[src/rtl/riscv_pipe_pkg.sv]
// rtl/riscv_pipe_pkg.sv - shared types and helpers for the MEM/WB back end and operand forwarding
package riscv_pipe_pkg;

    localparam int PIPE_XLEN   = 32;
    localparam int PIPE_REG_AW = 5;

    typedef enum logic [1:0] {
        WB_ALU = 2'b00,
        WB_MEM = 2'b01,
        WB_PC4 = 2'b10
    } wb_sel_e;

    typedef enum logic [1:0] {
        FWD_RF,
        FWD_MEM,
        FWD_WB
    } fwd_sel_e;

    typedef struct packed {
        logic                   valid;
        logic                   reg_write;
        logic [PIPE_REG_AW-1:0] rd;
        wb_sel_e                wb_sel;
        logic [PIPE_XLEN-1:0]   alu_result;
        logic [PIPE_XLEN-1:0]   pc_plus4;
    } pipe_wb_t;

    localparam logic [PIPE_REG_AW-1:0] REG_X0 = '0;

    // The reserved encoding 2'b11 is folded into WB_ALU at capture time.
    function automatic wb_sel_e decode_wb_sel(input logic [1:0] sel);
        case (sel)
            2'b01:   return WB_MEM;
            2'b10:   return WB_PC4;
            default: return WB_ALU;
        endcase
    endfunction

    function automatic logic stage_writes(input pipe_wb_t s);
        return s.valid & s.reg_write & (s.rd != REG_X0);
    endfunction

endpackage

[src/rtl/fwd_select.sv]
// rtl/fwd_select.sv - per-operand forwarding priority selector and hazard detect (FWD_PATHS_EN)
module fwd_select
    import riscv_pipe_pkg::*;
#(
    parameter int XLEN   = PIPE_XLEN,
    parameter int REG_AW = PIPE_REG_AW
) (
    input  logic [REG_AW-1:0] rs,
    input  logic [XLEN-1:0]   rdata,
    input  pipe_wb_t          mem_stage,
    input  logic              wb_we,
    input  logic [REG_AW-1:0] wb_rd,
    input  logic [XLEN-1:0]   wb_wdata,
    output logic [XLEN-1:0]   fwd_rdata,
    output logic              hazard
);

    fwd_sel_e sel;
    logic     mem_hit;
    logic     wb_hit;

    assign mem_hit = stage_writes(mem_stage) && (mem_stage.rd == rs);
    assign wb_hit  = wb_we && (wb_rd == rs) && (rs != REG_X0);

`ifdef FWD_PATHS_EN
    // Load data only exists in WB, so a MEM-stage load must stall instead of forward.
    assign hazard = mem_hit && (mem_stage.wb_sel == WB_MEM);

    always_comb begin
        sel = FWD_RF;
        if (mem_hit && (mem_stage.wb_sel != WB_MEM)) begin
            sel = FWD_MEM;
        end else if (wb_hit) begin
            sel = FWD_WB;
        end
    end
`else
    logic unused_fwd_data;

    // Without bypass paths the consumer waits until the producer has left WB.
    assign hazard = mem_hit || wb_hit;
    assign unused_fwd_data = ^{wb_wdata, mem_stage.alu_result, mem_stage.pc_plus4, mem_stage.wb_sel};

    always_comb begin
        sel = FWD_RF;
    end
`endif

    always_comb begin
        fwd_rdata = rdata;
        case (sel)
            FWD_MEM: fwd_rdata = (mem_stage.wb_sel == WB_PC4) ? mem_stage.pc_plus4
                                                              : mem_stage.alu_result;
            FWD_WB:  fwd_rdata = wb_wdata;
            default: fwd_rdata = rdata;
        endcase
    end

endmodule

[src/rtl/wb_forward_unit.sv]
// rtl/wb_forward_unit.sv - MEM/WB pipeline registers, register-file write port, forwarding and stall (FWD_PATHS_EN)
module wb_forward_unit
    import riscv_pipe_pkg::*;
#(
    parameter int XLEN   = PIPE_XLEN,
    parameter int REG_AW = PIPE_REG_AW
) (
    input  logic              clk,
    input  logic              rst_n,
    input  logic              ex_valid,
    input  logic              ex_reg_write,
    input  logic [REG_AW-1:0] ex_rd,
    input  logic [1:0]        ex_wb_sel,
    input  logic [XLEN-1:0]   ex_alu_result,
    input  logic [XLEN-1:0]   ex_pc_plus4,
    input  logic [REG_AW-1:0] ex_rs1,
    input  logic [REG_AW-1:0] ex_rs2,
    input  logic [XLEN-1:0]   rdata1,
    input  logic [XLEN-1:0]   rdata2,
    input  logic [XLEN-1:0]   mem_rdata,
    input  logic              flush,
    output logic [XLEN-1:0]   fwd_rdata1,
    output logic [XLEN-1:0]   fwd_rdata2,
    output logic              stall,
    output logic              wb_we,
    output logic [REG_AW-1:0] wb_rd,
    output logic [XLEN-1:0]   wb_wdata
);

    pipe_wb_t mem_q;
    pipe_wb_t wb_q;
    logic     hazard1;
    logic     hazard2;

    // A stalled or flushed EX instruction enters MEM as a bubble.
    always_ff @(posedge clk or negedge rst_n) begin
        if (!rst_n) begin
            mem_q <= '0;
            wb_q  <= '0;
        end else begin
            mem_q.valid      <= ex_valid & ~flush & ~stall;
            mem_q.reg_write  <= ex_reg_write;
            mem_q.rd         <= ex_rd;
            mem_q.wb_sel     <= decode_wb_sel(ex_wb_sel);
            mem_q.alu_result <= ex_alu_result;
            mem_q.pc_plus4   <= ex_pc_plus4;
            wb_q             <= mem_q;
        end
    end

    always_comb begin
        wb_wdata = wb_q.alu_result;
        case (wb_q.wb_sel)
            WB_MEM:  wb_wdata = mem_rdata;
            WB_PC4:  wb_wdata = wb_q.pc_plus4;
            default: wb_wdata = wb_q.alu_result;
        endcase
    end

    assign wb_we = stage_writes(wb_q);
    assign wb_rd = wb_q.rd;
    assign stall = hazard1 | hazard2;

    fwd_select #(.XLEN(XLEN), .REG_AW(REG_AW)) u_fwd1 (
        .rs        (ex_rs1),
        .rdata     (rdata1),
        .mem_stage (mem_q),
        .wb_we     (wb_we),
        .wb_rd     (wb_rd),
        .wb_wdata  (wb_wdata),
        .fwd_rdata (fwd_rdata1),
        .hazard    (hazard1)
    );

    fwd_select #(.XLEN(XLEN), .REG_AW(REG_AW)) u_fwd2 (
        .rs        (ex_rs2),
        .rdata     (rdata2),
        .mem_stage (mem_q),
        .wb_we     (wb_we),
        .wb_rd     (wb_rd),
        .wb_wdata  (wb_wdata),
        .fwd_rdata (fwd_rdata2),
        .hazard    (hazard2)
    );

endmodule
[config.mk]
export PLATFORM = sky130hd
export DESIGN_NAME = wb_forward_unit
export DESIGN_NICKNAME = d
export VERILOG_FILES = /design/src/rtl/riscv_pipe_pkg.sv /design/src/rtl/fwd_select.sv /design/src/rtl/wb_forward_unit.sv
export SDC_FILE = /design/constraint.sdc
export NUM_CORES = 1
export LEC_CHECK = 0
export CAP_MARGIN = 10
export CELL_PAD_IN_SITES_DETAIL_PLACEMENT = 0
export CELL_PAD_IN_SITES_GLOBAL_PLACEMENT = 1
export CORE_MARGIN = 2
export CORE_UTILIZATION = 29
export DETAILED_ROUTE_END_ITERATION = 16
export GPL_TIMING_DRIVEN = 0
export PLACE_DENSITY = 0.89
export SLEW_MARGIN = 10
export SYNTH_ARGS = -nofsm -noshare
export SYNTH_HDL_FRONTEND = slang
export SYNTH_HIERARCHICAL = 1
export SYNTH_SLANG_ARGS = --single-unit
[constraint.sdc]
create_clock -name clk -period 1.9 [get_ports clk]
set_input_delay 0.285 -clock clk [delete_from_list [all_inputs] [get_ports clk]]
set_output_delay 0.285 -clock clk [all_outputs]
set_load 0.05 [all_outputs]
==> impl_metrics.ini, run 1 <==
[outcome]
status = complete, but fails checks
violations = negative setup slack

[placed_design]
dp_hpwl_um = 10700
place_congestion = 0.824
port_buffers = 220
dpl_worst_slack_ns = -0.900

[critical_path]
cp.required_ns = 1.62
arrival_ns = 2.08
cp_max_fo = 3
critPathKind = flip-flop to output port
ff2ff_path_depth = 6
cp-start-kind = flip-flop
r2r_start = wb_rd[1]$_DFF_PN0_
r2r-end = mem_q[72]$_DFF_PN0_
end_kind = output port
r2r_setup_slack_ns = 0.12

[grt]
grt_max_degree = 93
track_usage = 0.162
grt_pass1_wl_um = 22200
grt_overflow = 0
antenna_found_initial = 1
grt_pass1_vias = 4037

[synth]
syn_inst = 374
syn_nets = 558
synth_seq_cells = 146
yosys_warnings = 6
avgSynthCellArea_um2 = 13.7
synth_area_um2 = 5110
synth.distinct_cells = 22
yosysSeqAreaShare = 0.715

[hold_path]
hold_depth = 1
hp-start = ex_pc_plus4[31]
hold_class = primary input to flip-flop
hold_end = mem_q[31]$_DFF_PN0_

[clock_network]
clock-root-buffer = clkbuf_16
cts_inserted_buffers = 17
clk_transition_reported_paths_ns = 0.07
cts_tree = done
clock_path_buffers = 2
cts_sinks = 146
clk_latency_ns = 0.41
htreeDepth = 4

[die]
ios = 285
die_area_um2 = 18700
start_util = 0.297
core-area_um2 = 17200
die_x_um = 137
die_h_um = 137
rows = 48

[timing]
setup_viol = 34
final-hold-violation-count = 0
drv_slew = 0
fin_worst_skew_ns = 0.00656
period_minus_slack_ns = 2.36
fmax_ghz = 0.423
tns_ns = -6.71
period_share = 1.24
worst_pin_slew_ns = 0.556
grt_setup_unrepaired = yes
setup_slack_ns = -0.463
relSlewSlack = 0.628

[finish]
final_common_cell = clkdlybuf4s50_1
fillers = 1352
final_nets = 822
multi_input_area_um2 = 1460
drive_gt1_frac = 0.410
mostFrequentLayoutCells = clkdlybuf4s50_1 (180), dfrtp_1 (145), buf_4 (77)
regArea_um2 = 3650
area_delta_synth_final_pct = 85.1

[power_and_ir_drop]
ir_drop_mv = 0.627
p_per_area_nw_per_um2 = 923
leakage_uw = 0.00408

[job]
maxCapViolations = 0

[routing]
drt_iter0_drc = 118
wl_per_cell_um = 17.3
first_pass_iters = 4
dr_total_vias = 3808
viasPerCell = 4.34
drt.antenna.violating_nets = 0
finalWirelength_um = 15200
drcViolationCount = 0
power by group:
| group | switching [uW] | leakage (uW) | internal, uW |
|---|---|---|---|
| Sequential | 77.4 | 0.00171 | 3270 |
| Clock | 1370 | 0.000292 | 2020 |
| Combinational | 1070 | 0.00208 | 936 |
cells in the mapped netlist, drive strengths merged:
cell,number,share of area
xnor2,10,0.017
buf,78,0.11
xor2,6,0.010
dfrtp,146,0.71
a22oi,32,0.047
or3,1,0.0012
nor4,4,0.0049
clkbuf,4,0.0029
nand2,34,0.025
o311a,1,0.0020
inv,4,0.0029
nand4,4,0.0049
nor3,2,0.0039
o2111ai,2,0.0034
or2,3,0.0037
o21ai,38,0.037
ha,2,0.0049
nor3b,1,0.0015
nor2b,2,0.0024
critical path: stages, from the launching register on:
cell and delay (ns):
dfrtp_1 0.40, or3_4 0.39, o311a_4 0.33, nand4_1 0.07
o21ai_1 0.07, or2_4 0.26, buf_6 0.15
state kept, by name (all words and copies together), names as in the netlist:
signal,flops
wb_q,68
wb_rd,5
mem_q,73
area by class of cell:
cell class	count	area share
Inverter	4	0.00159
Clock buffer	19	0.0468
Tap cell	225	0.0298
Multi-Input combinational cell	142	0.155
Buffer	81	0.0766
Sequential cell	146	0.386
Clock inverter	13	0.0173
Antenna cell	1	0.000264
Timing Repair Buffer	246	0.287
how the worst max path moves through the flow:
stage | slack (ns) | from | cells after the start | end
floorplan | -0.28 | wb_q[64]$_DFF_PN0_ | 4 | wb_wdata[21]
global placement | -4.80 | rst_n | 1 | wb_q[59]$_DFF_PN0_
detailed placement | -0.90 | wb_q[64]$_DFF_PN0_ | 6 | wb_wdata[0]
CTS | -0.46 | wb_rd[1]$_DFF_PN0_ | 6 | stall
global route | -0.54 | wb_rd[1]$_DFF_PN0_ | 6 | stall
finish | -0.46 | wb_rd[1]$_DFF_PN0_ | 6 | stall
routing by layer:
| metal | vias up | global-route usage | wire length [um] |
|---|---|---|---|
| met5 | - | 0 | 0 |
| met4 | 0 | 0.0607 | 306 |
| met3 | 22 | 0.0470 | 1240 |
| met2 | 205 | 0.312 | 8610 |
| met1 | 1859 | 0.165 | 5010 |
| li1 | 1722 | - | - |
repair_timing:
item / in CTS / in global routing
setup buffers: 12 / 4
setup endpoints to repair: 39 / 34
hold buffers: 1 / 0
cloned: 9 / 0
pin swaps: 19 / 17
endpoints found under the hold margin: 54 / 0
resized for setup: 393 / 21
cell families (layout without fill, tap and decap cells):
kind of cell               Yosys count  after routing  synth area share
DFF                                146            146             0.715
buffers and inverters               86            363             0.116
AOI/OAI and AO/OA                   73             73            0.0896
and+or+nand+nor                     51             51            0.0475
xor gates and xnor gates            16             16            0.0274
adders and majority gates            2              2           0.00489
other                                0              1                 0
through the flow:
stage | std cells | instance area, um2 | util | power [uW] | hold slack, ns
final | 877 | 9460 | 0.549 | 8740 | 0.309
after CTS | 874 | 9400 | 0.545 | 8800 | 0.296
after detailed placement | 820 | 7740 | 0.449 | 4970 | 0.267
after global placement | 819 | 7710 | 0.447 | 4940 | 0.332
after floorplan | 374 | 5230 | - | 4260 | -0.0106
after global routing | 877 | 9460 | 0.549 | 9060 | 0.289
(Power assumes the default switching activity.)
==> inputs of run 2 (changes only) <==
--- a/config.mk
+++ b/config.mk
@@ -13,6 +13,7 @@
 export DETAILED_ROUTE_END_ITERATION = 16
 export GPL_TIMING_DRIVEN = 0
 export PLACE_DENSITY = 0.89
+export SKIP_CTS_REPAIR_TIMING = 1
 export SLEW_MARGIN = 10
 export SYNTH_ARGS = -nofsm -noshare
 export SYNTH_HDL_FRONTEND = slang
==> run 2 against run 1 <==
Against the previous run:
- the run still ends with negative setup slack left
- register-to-register slack lost 0.13 ns
- global-route usage decreased by 1.4 points
- hold slack gained 0.0027 ns
- first-iteration DRC count down 13%
- critical path depth unchanged
- via count down 0.18%
- sequential cell count did not move
- final cell count rose by 0.68%
- clock skew rose by 0.00092 ns
- final area is 2.0% lower
- critical path type unchanged
- largest cell class unchanged
==> impl_metrics.ini, run 2 (same netlist as run 1, synthesis figures left out) <==
[routing]
finalWirelength_um = 15000
wl_per_cell_um = 17.0
first_pass_iters = 4
dr_total_vias = 3801
drcViolationCount = 0
drt_iter0_drc = 103
viasPerCell = 4.30
drt.antenna.violating_nets = 0

[clock_network]
cts_tree = done
cts_inserted_buffers = 17
clk_transition_reported_paths_ns = 0.06
clock_path_buffers = 2
clock-root-buffer = clkbuf_16
cts_sinks = 146
htreeDepth = 4
clk_latency_ns = 0.40

[finish]
drive_gt1_frac = 0.400
largest_reg_flops = 73
mostFrequentLayoutCells = clkdlybuf4s50_1 (180), dfrtp_1 (143), buf_4 (87)
final_common_cell = clkdlybuf4s50_1
fillers = 1372
area_delta_synth_final_pct = 81.4
regArea_um2 = 3660
final_nets = 828
multi_input_area_um2 = 1310
top_register = mem_q
design_area_um2 = 9280
final_cells = 883

[power_and_ir_drop]
ir_drop_mv = 0.624
p_per_area_nw_per_um2 = 928
p_total_uw = 8610
leakage_uw = 0.00402

[critical_path]
critPathMaxStageDelay_ns = 0.42
crit_family = simple AND/OR/NAND/NOR gates
slowest_stage = dfrtp_2
r2r_setup_slack_ns = -0.01
cp.required_ns = 1.62
critPathKind = flip-flop to output port
critical_path.cell_chain = or3_4 > o311a_4 > nand4_1 > o21ai_1 > or2_4 > buf_8
cp-start-kind = flip-flop
cp_max_fo = 3
critPathBufInv = 1
arrival_ns = 2.10
end_kind = output port

[timing]
drv_slew = 0
period_share = 1.26
grt_setup_unrepaired = yes
setup_slack_ns = -0.490
final-hold-violation-count = 0
setup_viol = 35
worst_pin_slew_ns = 0.556
fmax_ghz = 0.418
relSlewSlack = 0.628
fin_worst_skew_ns = 0.00748
period_minus_slack_ns = 2.39
tns_ns = -8.72

[die]
die_area_um2 = 18700
rows = 48
core-area_um2 = 17200
start_util = 0.297
die_h_um = 137
die_x_um = 137
ios = 285

[grt]
grt_pass1_vias = 3818
grt_pass1_wl_um = 20500
grt_overflow = 0
antenna_found_initial = 1
track_usage = 0.149
grt_max_degree = 93

[job]
maxCapViolations = 0

[outcome]
violations = negative setup slack
status = complete, but fails checks

[placed_design]
port_buffers = 220
post_dp_cell_area_um2 = 7740
dp_hpwl_um = 10700
dp_cells = 820
place_congestion = 0.824

[hold_path]
hold_class = primary input to flip-flop
-- run 2: cell type report --
type,instances,share of cell area
inverters,4,0.00162
multi-input cells,142,0.141
plain buffers,82,0.0786
clock buffers,19,0.0478
flip-flops and latches,146,0.394
clock inverters,13,0.0177
repair buffers,251,0.288
diodes,1,0.000270
well taps,225,0.0304
-- run 2: power breakdown --
| part | switching, uW | internal [uW] |
|---|---|---|
| Sequential | 69.0 | 3270 |
| Clock | 1350 | 2020 |
| Combinational | 1020 | 878 |
-- run 2: layer usage --
| metal | track usage | share of wire | up-vias |
|---|---|---|---|
| met3 | 0.0456 | 0.081 | 22 |
| met1 | 0.151 | 0.33 | 1849 |
| met2 | 0.285 | 0.56 | 199 |
| li1 | - | - | 1731 |
| met5 | 0 | 0 | - |
| met4 | 0.0538 | 0.021 | 0 |
-- run 2: through the flow --
step | hold slack [ns] | util | setup slack, ns
5_1_grt | 0.289 | 0.538 | -0.558
2_1_floorplan | -0.0106 | - | -0.283
4_1_cts | -0.170 | 0.484 | -1.35
6_report | 0.311 | 0.538 | -0.490
3_5_place_dp | 0.267 | 0.449 | -0.900
3_3_place_gp | 0.332 | 0.447 | -4.80
-- run 2: final timing paths --
path | end | from | cells after the start
setup reg to reg | mem_q[72]$_DFF_PN0_ | wb_rd[1]$_DFF_PN0_ | 7
setup / recovery | stall | wb_rd[1]$_DFF_PN0_ | 6
hold / removal | mem_q[31]$_DFF_PN0_ | ex_pc_plus4[31] | 1
min in group asynchronous | wb_q[14]$_DFF_PN0_ | rst_n | 2
hold reg to reg | wb_q[56]$_DFF_PN0_ | mem_q[56]$_DFF_PN0_ | 0
max in group asynchronous | wb_q[54]$_DFF_PN0_ | rst_n | 3
==> inputs of run 3 (changes only) <==
--- a/config.mk
+++ b/config.mk
@@ -8,11 +8,11 @@
 export CAP_MARGIN = 10
 export CELL_PAD_IN_SITES_DETAIL_PLACEMENT = 0
 export CELL_PAD_IN_SITES_GLOBAL_PLACEMENT = 1
-export CORE_MARGIN = 2
-export CORE_UTILIZATION = 29
+export CORE_MARGIN = 5
+export CORE_UTILIZATION = 31
 export DETAILED_ROUTE_END_ITERATION = 16
 export GPL_TIMING_DRIVEN = 0
-export PLACE_DENSITY = 0.89
+export PLACE_DENSITY = 0.94
 export SKIP_CTS_REPAIR_TIMING = 1
 export SLEW_MARGIN = 10
 export SYNTH_ARGS = -nofsm -noshare
==> constraint.sdc (replaced) <==
create_clock -name clk -period 2.91 [get_ports clk]
set_input_delay 0.4365 -clock clk [delete_from_list [all_inputs] [get_ports clk]]
set_output_delay 0.4365 -clock clk [all_outputs]
set_load 0.05 [all_outputs]
==> run 3 against run 2 <==
Against the previous run:
- the flow still finishes with violations (negative setup slack)
- global-route usage decreased by 0.15 points
- die area increased by 2.4%
- critical path depth unchanged
- first-iteration DRC count fell by 23%
- utilization is 3.4 points lower
- routed wire length is 7.0% lower
- combinational power shrank 49%
- clock skew is 0.00073 ns lower
- hold slack gained 0.030 ns
- clock power down 38%
- largest cell class unchanged
- highest routed layer unchanged
==> impl_metrics.ini, run 3 (same netlist as run 1, synthesis figures left out) <==
[grt]
grt_pass1_wl_um = 21700
track_usage = 0.147
grt_max_degree = 94
grt_overflow = 0
antenna_found_initial = 0
grt_pass1_vias = 3881

[timing]
drv_slew = 0
period_minus_slack_ns = 3.03
grt_setup_unrepaired = yes
setup_slack_ns = -0.119
relSlewSlack = 0.629
final-hold-violation-count = 0
fmax_ghz = 0.330
setup_viol = 5
period_share = 1.04
fin_worst_skew_ns = 0.00675
worst_pin_slew_ns = 0.556

[hold_path]
hold_depth = 0
hp-start = mem_q[7]$_DFF_PN0_
hold_end = wb_q[7]$_DFF_PN0_
hold_class = flip-flop to flip-flop

[finish]
drive_gt1_frac = 0.188
mostFrequentLayoutCells = clkdlybuf4s50_1 (191), dfrtp_1 (146), buf_4 (69)
largest_reg_flops = 73
design_area_um2 = 8270
top_register = mem_q
final_common_cell = clkdlybuf4s50_1
final_nets = 799
area_delta_synth_final_pct = 61.7
n_antenna_cell = 0

[clock_network]
clk_latency_ns = 0.41
clock_path_buffers = 2
cts_sinks = 146
cts_tree = done
clock-root-buffer = clkbuf_16
clk_transition_reported_paths_ns = 0.06
htreeDepth = 4
cts_inserted_buffers = 17

[critical_path]
ff2ff_path_depth = 6
arrival_ns = 2.59
r2r_start = wb_rd[1]$_DFF_PN0_
r2r-end = mem_q[72]$_DFF_PN0_
end_kind = output port
critPathKind = flip-flop to output port
r2r_setup_slack_ns = 0.98
cp_max_fo = 10
cp-start-kind = flip-flop
cp.required_ns = 2.47

[routing]
top_layer = met4
drt_iter0_drc = 79
viasPerCell = 4.29
dr_total_vias = 3636
met1_length_um = 4960
drt.antenna.violating_nets = 0
first_pass_iters = 4
drcViolationCount = 0
met3WireLength_um = 1360
wl_per_cell_um = 16.5
finalWirelength_um = 14000
route.met2.wl_um = 7380

[power_and_ir_drop]
seq_power_share = 0.413
power_switching_uw = 1470
comb_power_share = 0.186
ir_drop_mv = 0.341
p_per_area_nw_per_um2 = 635
leakage_uw = 0.00383
intPower_uw = 3780
power_switching_share = 0.279
p_clk_frac = 0.400

[die]
start_util = 0.312
core-area_um2 = 16400
die_area_um2 = 19200
die_h_um = 138
die_x_um = 138
ios = 285
rows = 47

[placed_design]
post_dp_cell_area_um2 = 7620
port_buffers = 220
place_congestion = 0.859
dpl_worst_slack_ns = -0.0509
dp_hpwl_um = 10700

[outcome]
status = complete, but fails checks
violations = negative setup slack

[job]
maxCapViolations = 0
-- run 3: changes by cell type in the layout (fill, tap and decap cells not counted), sizes merged --
cell           change
buf               -61
bufinv             -1
clkbuf             +1
clkdlybuf4s50     +11
clkinv             -2
clkinvlp           +3
diode              -1
dlymetal6s2s      +21
inv                -1
-- run 3: metrics by stage --
stage | setup TNS, ns | util | instances | total power [uW] | hold slack [ns]
after floorplan | 0 | - | 374 | 2740 | 0.141
after global placement | -584.53 | 0.463 | 814 | 3180 | 0.331
after detailed placement | -0.0536 | 0.464 | 815 | 3200 | 0.335
after CTS | -8.71 | 0.500 | 847 | 5330 | -0.0312
after global routing | -1.20 | 0.504 | 848 | 5470 | 0.351
final | -0.504 | 0.504 | 848 | 5250 | 0.341
-- run 3: how the worst max path moves through the flow --
stage                     cells after the start                 end          startpoint
after detailed placement                      7               stall           ex_rs2[0]
after floorplan                               5        wb_wdata[13]  wb_q[64]$_DFF_PN0_
after CTS                                     7        wb_wdata[12]  wb_q[64]$_DFF_PN0_
after global routing                          7        wb_wdata[17]  wb_q[64]$_DFF_PN0_
final                                         6        wb_wdata[29]  wb_q[64]$_DFF_PN0_
after global placement                        1  wb_q[16]$_DFF_PN0_               rst_n
-- run 3: metal layers --
layer,vias to the layer above,track usage
met1,1746,0.160
li1,1674,-
met2,199,0.260
met4,0,0.0546
met3,17,0.0580
met5,-,0
-- run 3: power groups by stage --
stage | Combinational [uW] | Sequential [uW] | Clock [uW]
2_1_floorplan | 546 | 2200 | 0
3_3_place_gp | 979 | 2200 | 0
3_5_place_dp | 992 | 2210 | 0
4_1_cts | 996 | 2170 | 2170
5_1_grt | 1030 | 2180 | 2250
6_report | 978 | 2170 | 2100
-- run 3: area by class of cell --
type	instances	area, um2
clock inverters	12	123
multi-input cells	142	866
clock buffers	20	457
fillers	1380	8140
inverters	4	15.0
plain buffers	82	581
repair buffers	222	2300
well taps	220	275
flip-flops and latches	146	3650
-- run 3: critical path, stage by stage, from the launching register on --
cell,delay (ns)
dfrtp_1,0.35
inv_1,0.05
ha_1,0.28
buf_2,0.19
buf_1,0.25
o21ai_0,0.24
clkdlybuf4s50_1,0.84
